[src/rtl/prison_cycle_engine_pkg.sv]
// Shared types and default guard keys for the prisoner-game search engine.
package prison_pkg;

    typedef enum logic [2:0] {
        IDLE   = 3'd0,
        CHECK  = 3'd1,
        START  = 3'd2,
        SEARCH = 3'd3,
        DONE   = 3'd4
    } state_e;

    typedef enum logic {
        MODE_CYCLE  = 1'b0,
        MODE_LINEAR = 1'b1
    } mode_e;

    localparam logic [31:0] DEF_BOX_KEY  = 32'hDEADBEEF;
    localparam logic [31:0] DEF_PRIS_KEY = 32'hCAFEFACE;

endpackage

[src/rtl/prison_cycle_engine_perm_table.sv]
// One permutation table: N slots holding distinct values 1..N, with write
// validation, a used-value bitmap so duplicates are refused, and an async read port.
module prison_perm_table
    import prison_pkg::*;
#(
    parameter int          N     = 100,
    parameter int          IDX_W = $clog2(N + 1),
    parameter logic [31:0] KEY   = DEF_BOX_KEY
) (
    input  logic             clk,
    input  logic             rst_n,
    input  logic             wr_en,
    input  logic [31:0]      key,
    input  logic [IDX_W-1:0] select,
    input  logic [IDX_W-1:0] data,
    output logic             wr_ok,
    output logic             all_loaded,
    input  logic [IDX_W-1:0] rd_addr,
    output logic [IDX_W-1:0] rd_data
);

    localparam int               DEPTH = 2 ** IDX_W;
    localparam logic [IDX_W-1:0] ONE   = IDX_W'(1);
    localparam logic [IDX_W-1:0] NVAL  = IDX_W'(N);

    logic [IDX_W-1:0] mem_r [DEPTH];
    logic [DEPTH-1:0] loaded_r;
    logic [DEPTH-1:0] used_r;

    logic [IDX_W-1:0] old_val_s;
    logic [IDX_W-1:0] data_m1_s;
    logic [IDX_W-1:0] old_m1_s;
    logic             same_slot_s;
    logic             dup_s;

    // Write validation; a slot may be rewritten with the value it already holds.
    always_comb begin
        old_val_s   = mem_r[select];
        data_m1_s   = data - ONE;
        old_m1_s    = old_val_s - ONE;
        same_slot_s = loaded_r[select] && (old_val_s == data);
        dup_s       = used_r[data_m1_s] && !same_slot_s;
        wr_ok       = (select < NVAL) && (data != {IDX_W{1'b0}}) && (data <= NVAL)
                      && (key == KEY) && !dup_s;
        all_loaded  = &loaded_r[N-1:0];
        rd_data     = mem_r[rd_addr];
    end

    // Loaded/used bitmaps; overwriting a slot releases its previous value.
    always_ff @(posedge clk or negedge rst_n) begin
        if (!rst_n) begin
            loaded_r <= {DEPTH{1'b0}};
            used_r   <= {DEPTH{1'b0}};
        end else if (wr_en) begin
            if (loaded_r[select]) begin
                used_r[old_m1_s] <= 1'b0;
            end
            used_r[data_m1_s] <= 1'b1;
            loaded_r[select]  <= 1'b1;
        end
    end

    // Table storage, deliberately not reset.
    always_ff @(posedge clk) begin
        if (wr_en) begin
            mem_r[select] <= data;
        end
    end

endmodule

[src/rtl/prison_cycle_engine.sv]
// Prisoner-game engine: guarded loading of box and prisoner tables, then a
// per-prisoner box search (cycle-following or linear) under a try budget.
module prison_cycle_engine
    import prison_pkg::*;
#(
    parameter int          N         = 100,
    parameter int          MAX_TRIES = N / 2,
    parameter int          IDX_W     = $clog2(N + 1),
    parameter logic [31:0] BOX_KEY   = DEF_BOX_KEY,
    parameter logic [31:0] PRIS_KEY  = DEF_PRIS_KEY
) (
    input  logic             clk,
    input  logic             rst_n,
    input  logic             load_boxes,
    input  logic             load_prisoners,
    input  logic [IDX_W-1:0] select,
    input  logic [IDX_W-1:0] data,
    input  logic [31:0]      guard_key,
    input  logic             mode,
    input  logic             run,
    output logic             busy,
    output logic             done,
    output logic             win,
    output logic             load_err,
    output logic [IDX_W-1:0] fail_idx,
    output logic [IDX_W-1:0] max_chain
);

    localparam int               TRY_W     = $clog2(MAX_TRIES + 1);
    localparam int               CW        = (TRY_W > IDX_W) ? TRY_W : IDX_W;
    localparam logic [IDX_W-1:0] ONE       = IDX_W'(1);
    localparam logic [IDX_W-1:0] LAST      = IDX_W'(N - 1);
    localparam logic [IDX_W-1:0] NVAL      = IDX_W'(N);
    localparam logic [IDX_W-1:0] MAX_VAL   = IDX_W'(MAX_TRIES);
    localparam logic [TRY_W-1:0] TRY_ONE   = TRY_W'(1);
    localparam logic [TRY_W-1:0] TRY_LIMIT = TRY_W'(MAX_TRIES);

    state_e           state_r, next_s;
    mode_e            mode_r, mode_n;
    logic [IDX_W-1:0] p_r, p_n, cur_r, cur_n;
    logic [TRY_W-1:0] tries_r, tries_n, tries_inc_s;
    logic             win_r, win_n, done_r, busy_r, load_err_r, err_n;
    logic [IDX_W-1:0] fail_idx_r, fail_n, max_chain_r, max_n;
    logic             box_we_s, pris_we_s, box_ok_s, pris_ok_s, box_full_s, pris_full_s;
    logic [IDX_W-1:0] box_val_s, pris_val_s;

    prison_perm_table #(.N(N), .IDX_W(IDX_W), .KEY(BOX_KEY)) u_boxes (
        .clk(clk), .rst_n(rst_n), .wr_en(box_we_s), .key(guard_key),
        .select(select), .data(data), .wr_ok(box_ok_s), .all_loaded(box_full_s),
        .rd_addr(cur_r), .rd_data(box_val_s)
    );

    prison_perm_table #(.N(N), .IDX_W(IDX_W), .KEY(PRIS_KEY)) u_prisoners (
        .clk(clk), .rst_n(rst_n), .wr_en(pris_we_s), .key(guard_key),
        .select(select), .data(data), .wr_ok(pris_ok_s), .all_loaded(pris_full_s),
        .rd_addr(p_r), .rd_data(pris_val_s)
    );

    // Next-state, counter and result logic.
    always_comb begin
        next_s      = state_r;
        mode_n      = mode_r;
        p_n         = p_r;
        cur_n       = cur_r;
        tries_n     = tries_r;
        win_n       = win_r;
        fail_n      = fail_idx_r;
        max_n       = max_chain_r;
        err_n       = 1'b0;
        box_we_s    = 1'b0;
        pris_we_s   = 1'b0;
        tries_inc_s = tries_r + TRY_ONE;
        case (state_r)
            IDLE: begin
                if (load_boxes && load_prisoners) begin
                    err_n = 1'b1;
                end else if (load_boxes) begin
                    box_we_s = box_ok_s;
                    err_n    = !box_ok_s;
                end else if (load_prisoners) begin
                    pris_we_s = pris_ok_s;
                    err_n     = !pris_ok_s;
                end else begin
                    err_n = 1'b0;
                end
                if (run) begin
                    if (box_full_s && pris_full_s) begin
                        next_s = CHECK;
                    end else begin
                        err_n = 1'b1;
                    end
                end else begin
                    next_s = IDLE;
                end
            end
            CHECK: begin
                win_n  = 1'b0;
                max_n  = {IDX_W{1'b0}};
                p_n    = {IDX_W{1'b0}};
                mode_n = mode_e'(mode);
                next_s = START;
            end
            START: begin
                cur_n   = pris_val_s - ONE;
                tries_n = {TRY_W{1'b0}};
                next_s  = SEARCH;
            end
            SEARCH: begin
                tries_n = tries_inc_s;
                if (box_val_s == pris_val_s) begin
                    if (CW'(tries_inc_s) > CW'(max_chain_r)) begin
                        max_n = IDX_W'(tries_inc_s);
                    end else begin
                        max_n = max_chain_r;
                    end
                    if (p_r == LAST) begin
                        win_n  = 1'b1;
                        fail_n = NVAL;
                        next_s = DONE;
                    end else begin
                        p_n    = p_r + ONE;
                        next_s = START;
                    end
                end else if (tries_inc_s == TRY_LIMIT) begin
                    win_n  = 1'b0;
                    fail_n = p_r;
                    max_n  = MAX_VAL;
                    next_s = DONE;
                end else if (mode_r == MODE_LINEAR) begin
                    cur_n = (cur_r == LAST) ? {IDX_W{1'b0}} : cur_r + ONE;
                end else begin
                    cur_n = box_val_s - ONE;
                end
            end
            DONE: begin
                next_s = IDLE;
            end
            default: begin
                next_s = IDLE;
            end
        endcase
    end

    // State, counters and registered outputs.
    always_ff @(posedge clk or negedge rst_n) begin
        if (!rst_n) begin
            state_r     <= IDLE;
            mode_r      <= MODE_CYCLE;
            p_r         <= {IDX_W{1'b0}};
            cur_r       <= {IDX_W{1'b0}};
            tries_r     <= {TRY_W{1'b0}};
            win_r       <= 1'b0;
            done_r      <= 1'b0;
            busy_r      <= 1'b0;
            load_err_r  <= 1'b0;
            fail_idx_r  <= {IDX_W{1'b0}};
            max_chain_r <= {IDX_W{1'b0}};
        end else begin
            state_r     <= next_s;
            mode_r      <= mode_n;
            p_r         <= p_n;
            cur_r       <= cur_n;
            tries_r     <= tries_n;
            win_r       <= win_n;
            done_r      <= (next_s == DONE);
            busy_r      <= (next_s == CHECK) || (next_s == START) || (next_s == SEARCH);
            load_err_r  <= err_n;
            fail_idx_r  <= fail_n;
            max_chain_r <= max_n;
        end
    end

    assign busy      = busy_r;
    assign done      = done_r;
    assign win       = win_r;
    assign load_err  = load_err_r;
    assign fail_idx  = fail_idx_r;
    assign max_chain = max_chain_r;

endmodule

[config.mk]
export PLATFORM = sky130hd
export DESIGN_NAME = prison_cycle_engine
export DESIGN_NICKNAME = d
export VERILOG_FILES = /design/src/rtl/prison_cycle_engine_pkg.sv /design/src/rtl/prison_cycle_engine_perm_table.sv /design/src/rtl/prison_cycle_engine.sv
export SDC_FILE = /design/constraint.sdc
export NUM_CORES = 2
export LEC_CHECK = 0
export CAP_MARGIN = 20
export CORE_AREA = 2 2 535 537
export DETAILED_ROUTE_END_ITERATION = 10
export DIE_AREA = 0 0 537 539
export PLACE_DENSITY = 0.64
export SYNTH_ARGS = -nofsm -noshare
export SYNTH_HDL_FRONTEND = slang
export SYNTH_SLANG_ARGS = --single-unit
export TNS_END_PERCENT = 100
[constraint.sdc]
create_clock -name clk -period 5.1 [get_ports clk]
set_clock_uncertainty 0.1 [all_clocks]
set_input_delay 1.02 -clock clk [delete_from_list [all_inputs] [get_ports clk]]
set_output_delay 1.02 -clock clk [all_outputs]
set_load 0.05 [all_outputs]
## Word-level counts from Yosys, hierarchy flattened

Memories as Yosys holds them, arrays and structs flattened.
Cells that the tools add are included.

- Add/sub/neg operators: 8
- Magnitude comparators: 11
- Eq/ne operators: 23
- Multiplexer cells: 63
- Bitwise operators: 8
- Reductions and logical operators: 36

Operator list:

| kind | number |
|---|---|
| $mux 128 | 4 |
| $or 128x128->128 | 4 |
| $and 128x128->128 | 2 |
| $not 128->128 | 2 |
| $reduce_and 100->1 | 2 |
| $mux 7 | 12 |
| $eq 32x32->1 const B | 2 |
| $pmux 7 s2 | 3 |
| $sub 7x1->7 const B | 5 |
| $lt 7x8->1 const B | 4 |
| $bmux 1 s7 | 4 |
| $demux 1 s7 | 4 |
| $ge 7x1->1 const B | 4 |
| $mux 1 | 28 |
| $eq 7x7->1 | 3 |
| $logic_and 1x1->1 | 16 |
| $mux 3 | 5 |
| $reduce_and 3->1 | 5 |
| $add 7x1->7 const B | 2 |
| $eq 7x7->1 const B | 2 |
| $eq 3x2->1 const B | 4 |
| $pmux 3 s4 | 1 |
| $pmux 6 s2 | 1 |
| $ne 3x3->1 const B | 3 |
| other kinds (15) | 27 |

- Register bits: 554
- Bits in writable memories: 1792
- Output and inout bits: 18
- Word-level logic and storage cells: 166
- Memories: 2

Memory list:

| memory | words | bits a word | rd ports | clocked after Yosys merged registers in | write ports | RTL line | RTL |
|---|---|---|---|---|---|---|---|
| u_boxes.mem_r | 128 | 7 | 2 | 0 | 1 | prison_cycle_engine_perm_table.sv:26 | `logic [IDX_W-1:0] mem_r [DEPTH];` |
| u_prisoners.mem_r | 128 | 7 | 2 | 0 | 1 | prison_cycle_engine_perm_table.sv:26 |  |

## Depth between registers and ports, before layout

- Depth in word-level cells: 14
- Depth in mapped cells: 23
- Gate-level depth less buffers: 15

## Cells and area by module

A second synthesis with hierarchy kept.

- Cells, all modules: 7479
- Area, all modules: 113711.6 sq um

By module, submodules not included:

| module | times used | cells each | area an instance (sq um) | seq. area each (sq um) |
|---|---|---|---|---|
| prison_perm_table at u_boxes | 1 | 3606 | 55725.9 | 33311.9 |
| prison_perm_table at u_prisoners | 1 | 3600 | 55448.2 | 33311.9 |
| prison_cycle_engine | 1 | 273 | 2537.4 | 1026.0 |

## Least setup slack after synthesis

Ideal clock, no wire load.

- Path kind: input port to flip-flop
- From: in data[0]
- To: mem u_prisoners.mem_r[37][0] (netlist bit), enable pin
- Library setup time: 0.392 ns
- Arrival time: 5.826 ns
- Required time: 4.608 ns
- Slack: -1.218 ns
- Stages on the path: 15
- Cells stage by stage: clkbuf_1 -> inv_2 -> buf_1 -> ha_1 -> clkbuf_1 -> clkbuf_1 -> buf_2 -> clkbuf_1 -> mux4_2 -> mux2i_1 -> o221ai_1 -> a2111oi_0 -> a41oi_1 -> buf_2 -> nor4_1

- Word-level cells in the longest chain between the ends: 12

Ends and longest elaborated chain:

| item | RTL line | RTL |
|---|---|---|
| start, declared | prison_cycle_engine.sv:17 | `input logic [IDX_W-1:0] data,` |
| $sub 7x1->7 or $eq 7x7->1 (tied branches) | prison_cycle_engine_perm_table.sv:39, prison_cycle_engine_perm_table.sv:41 |  |
| $bmux 1 s7 or $logic_and 1x1->1 (tied branches) | prison_cycle_engine_perm_table.sv:42, prison_cycle_engine_perm_table.sv:41 |  |
| $mux 1 (implied by the code) or $logic_not 1->1 (tied branches) | prison_cycle_engine_perm_table.sv:42 | `dup_s = used_r[data_m1_s] && !same_slot_s;` |
| $logic_and 1x1->1 | prison_cycle_engine_perm_table.sv:42 |  |
| $logic_not 1->1 | prison_cycle_engine_perm_table.sv:44 | `&& (key == KEY) && !dup_s;` |
| $logic_and 1x1->1 * | prison_cycle_engine_perm_table.sv:44 |  |
| $mux 1 * | prison_cycle_engine.sv:80 | `end else if (load_prisoners) begin` |
| $mux 1 * | prison_cycle_engine.sv:77 | `end else if (load_boxes) begin` |
| $mux 1 * | prison_cycle_engine.sv:75 | `if (load_boxes && load_prisoners) begin` |
| $mux 1 * | prison_cycle_engine.sv:73 | `case (state_r)` |
| $mux 1 * | prison_cycle_engine_perm_table.sv:65 | `if (wr_en) begin` |
| $mux 1 (implied by the code) * | prison_cycle_engine_perm_table.sv:66 | `mem_r[select] <= data;` |
| end, declared | prison_cycle_engine_perm_table.sv:26 |  |

Mark *: on every way between the ends. The rest lies on a longest branch, timed or not. The select of a mux whose other input is x is not followed.

## Worst setup path after layout

- From: in select[2]
- To: mem u_prisoners.mem_r[70][1] (netlist bit), enable pin

- Word-level cells in the longest chain between the ends: 13

Ends and longest elaborated chain:

| item | RTL line | RTL |
|---|---|---|
| start, declared | prison_cycle_engine.sv:16 | `input logic [IDX_W-1:0] select,` |
| $mem_v2 128x7 or $bmux 1 s7 (tied branches) | -- |  |
| $eq 7x7->1 or $mux 1 (tied branches) | prison_cycle_engine_perm_table.sv:41 | `same_slot_s = loaded_r[select] && (old_val_s == data);` |
| $logic_and 1x1->1 | prison_cycle_engine_perm_table.sv:41 |  |
| $logic_not 1->1 | prison_cycle_engine_perm_table.sv:42 |  |
| $logic_and 1x1->1 | prison_cycle_engine_perm_table.sv:42 |  |
| $logic_not 1->1 | prison_cycle_engine_perm_table.sv:44 |  |
| $logic_and 1x1->1 | prison_cycle_engine_perm_table.sv:44 |  |
| $mux 1 | prison_cycle_engine.sv:80 |  |
| $mux 1 | prison_cycle_engine.sv:77 |  |
| $mux 1 | prison_cycle_engine.sv:75 |  |
| $mux 1 | prison_cycle_engine.sv:73 |  |
| $mux 1 | prison_cycle_engine_perm_table.sv:65 |  |
| $mux 1 (implied by the code) | prison_cycle_engine_perm_table.sv:66 |  |

Parallel ways exist; a longest one is shown, timed or not. The select of a mux whose other input is x is not followed.

==> reports/qor.csv <==
stage,metric,value,unit
synthesis,synth_cell_types,109,
clocking,clk_latency,0.95,ns
routing,drt-wirelength-per-cell,36.4,µm
synthesis,avgSynthCellArea,15.1,µm²
critical_path,cp-start-kind,input pin,
routing,viasPerCell,6.61,
timing,setup_viol,635,
routing,drtPass1Iterations,6,
synthesis,async_flop_share,0.236,
critical_path,required,5.62,ns
status,violations,setup timing,
clocking,path_clk_slew,0.06,ns
clocking,cts-buffers-inserted,266,
routing,drt_iter0_markers,14200,
synthesis,synth_area,0.113,mm²
global_route,antenna_found_initial,35,
timing,relSlewSlack,0.200,
clocking,htree_levels,5,
placement,pre_cts_slack,-1.36,ns
critical_path,arrival,5.79,ns
worst_hold_path,min_path_cells,0,
worst_hold_path,hold_path_class,reg2reg,
timing,worstMarginPinSlew,1.20,ns
timing,final_hold_viol_count,0,
global_route,grt_pass1_wl,656000,µm
critical_path,path_cells,buf_12 -> buf_4 -> buf_12 -> nand2b_2 -> buf_4 -> o22ai_1 -> a22oi_1 -> nand3_1 -> nor4b_4 -> buf_4 -> a21oi_1 -> nor4b_2 -> buf_4 -> a41oi_4 -> buf_12 -> buf_12 -> nor4_4 -> buf_4,
synthesis,synthCells,7477,
synthesis,yosys_warnings,0,
floorplanning,die_area,0.289,mm²
clocking,cts_root_buf,clkbuf_16,
pwr,p_total,55.8,mW
timing,fin_crit_sh,1.03,
placement,gp_congestion,1.05,
synthesis,synth_top_family_by_area,multiplexers,
floorplanning,io_pins,70,
final_layout,fill_cells,24000,
timing,timing.final.ws_setup,-0.170,ns
clocking,clock_path_buffers,4,
synthesis,muxShareOfSynthArea,0.184,
floorplanning,die_w,537,µm
synthesis,synth_top_flop_cell,edfxtp_1,
timing,slew_violations,0,
clocking,cts.sinks,2345,
synthesis,synthSimpleGateAreaFrac,0.0663,
final_layout,nets,9107,
synthesis,synth_compound_area_frac,0.116,
critical_path,worstSetupPathType,in2reg,
routing,drtAntennaViolNets,0,
synthesis,synth_fa_ha_area_frac,0.00166,
global_route,grt_start_max_net_pins,154,
synthesis,synth_edf_count,1792,
placement,dp_hpwl,344000,µm
final_layout,drive_above_1_share,0.349,
routing,drt-total-wl,475000,µm
synthesis,seq_area_frac_synth,0.598,
synthesis,synth-seq-cells,2345,
critical_path,reg2regPathDepth,15,
pwr,ir_drop,0.276,mV
final_layout,syn_to_final_growth,25.5,%
critical_path,crit_path_max_fanout,17,
floorplanning,initial_utilization,0.398,
clocking,cts_tree,yes,
global_route,grtUsageTotal,0.321,
routing,route.detailed.drc,0,
final_layout,final_util,0.500,
critical_path,worst_path_max_delay_cell,nor4b_4,
critical_path,cpMostUsedCell,buf_4,
synthesis,synth-xor-area-share,0.00318,
floorplanning,die_height,539,µm
job,maxCapViolations,0,
global_route,grt_pass1_vias,83900,
timing,final.min_clock_period,5.27,ns
status,status,"complete, but fails checks",
global_route,grt_overflow,0,
floorplanning,rows,196,
critical_path,slowest_delay,0.46,ns
placement,port_buffers,68,
pwr,power.density,393,mW/mm²
timing,fmax,0.190,GHz
routing,via_count,86100,
pwr,p_leak,51.9,nW
floorplanning,coreArea,0.284,mm²
critical_path,crit_path_end_kind,register,
==> cell usage in the layout, fill, tap and decap left out, types with 206 or more instances in the layout <==
master     instances
mux4_2           651
mux2i_1          409
clkbuf_16        271
dfrtp_1          547
a22oi_1          252
nand2_1          263
buf_12           206
edfxtp_1        1792
o21ai_0          363
conb_1           393
buf_4           1313
==> area by class of cell <==
type	instances	area (µm²)	area share
clock inverters	146	1650	0.0116
multi-input cells	4768	45400	0.320
clock buffers	337	7170	0.0505
repair buffers	1610	15000	0.106
inverters	49	198	0.00139
flip-flops and latches	2345	67700	0.477
well taps	3762	4710	0.0332
diodes	24	60.1	0.000423
==> Yosys cell counts, types with 68 or more instances <==
master    instances  area share
a21oi_1         158      0.0070
a221oi_1        150       0.012
a22o_1           68      0.0053
a22oi_1         257       0.017
a31o_2          105      0.0081
buf_2           207      0.0092
clkbuf_1        350       0.012
dfrtp_1         553        0.12
edfxtp_1       1792        0.48
mux2_2          174       0.017
mux2i_1         412       0.036
mux4_2          651        0.13
nand2_1         272      0.0090
nand3_1          85      0.0038
nand4_1          72      0.0040
nor2_1          119      0.0039
nor3_1          164      0.0073
nor4_2           92       0.010
o21ai_0         375       0.017
o22ai_1          89      0.0049
o31ai_1          75      0.0050
or2_1            90      0.0050
==> metal layers <==
layer,vias to the layer above,track usage,share of wire
met5,-,0,0.00039
met4,30,0.197,0.074
met3,1548,0.109,0.14
met2,6917,0.464,0.43
met1,44100,0.416,0.36
li1,33600,-,-
==> worst max-delay path: cells and delay by family <==
family | cells | cell delay, ns
compound gates | 4 | 1.04
buf+inv | 9 | 2.05
simple gates | 5 | 1.57
==> where the power goes <==
part	switching, mW	internal (mW)	total (mW)
combinational	8.54	6.21	14.7
sequential	0.459	21.0	21.5
clock	8.39	11.2	19.6
==> cells by family (layout without fill, tap and decap cells) <==
family          after synthesis  after routing
compound gates             1822           1822
buf+inv                     756           2142
fa+ha+maj                    15             15
other cells                   1            417
flops                      2345           2345
mux                        1239           1239
xor+xnor                     41             41
simple gates               1258           1258
==> stage by stage <==
stage | TNS (ns) | std cells | area, µm² | hold slack (ns)
finish | -39.23 | 13000 | 142000 | 0.273
global route | -0.0362 | 13000 | 142000 | 0.284
CTS | 0 | 13000 | 141000 | 0.275
detailed placement | -2014.01 | 12500 | 132000 | 0.262
global placement | -1981.13 | 12500 | 132000 | 0.261
floorplan | -49.87 | 7869 | 116000 | 0.324
==> path summary, 6_finish.rpt <==
path	startpoint	to	slack, ns
setup reg to reg	cur_r[0]$_DFFE_PN0P_	cur_r[1]$_DFFE_PN0P_	0.14
hold reg to reg	u_boxes.loaded_r[104]$_DFFE_PN0P_	u_boxes.loaded_r[104]$_DFFE_PN0P_	0.27
setup / recovery	select[2]	u_prisoners.mem_r[70][1]$_DFFE_PP_	-0.17
hold / removal	u_boxes.loaded_r[104]$_DFFE_PN0P_	u_boxes.loaded_r[104]$_DFFE_PN0P_	0.27
max in group asynchronous	rst_n	cur_r[1]$_DFFE_PN0P_	2.89
min in group asynchronous	rst_n	u_prisoners.loaded_r[98]$_DFFE_PN0N_	0.55
==> repair_timing <==
action | CTS | global route
pin swaps | 5 | 12
gates resized for setup | 66 | 93
buffers inserted | 2 | 19
hold buffers | 1 | 0
cloned | 1 | 1
hold endpoints to repair | 33 | 0
endpoints found under the setup margin | 1598 | 1743
==> registers in the layout (all words and copies together), names as in the netlist <==
name                  count
u_boxes.used_r          128
p_r                       7
u_prisoners.loaded_r    128
load_err                  1
u_prisoners.used_r      128
u_boxes.mem_r           896
cur_r                     7
mode_r                    1
fail_idx                  7
win                       1
busy                      1
state_r                   3
u_prisoners.mem_r       896
max_chain                 6
done                      1
u_boxes.loaded_r        128
tries_r                   6
No activity file was read; power rests on OpenSTA's default activity.
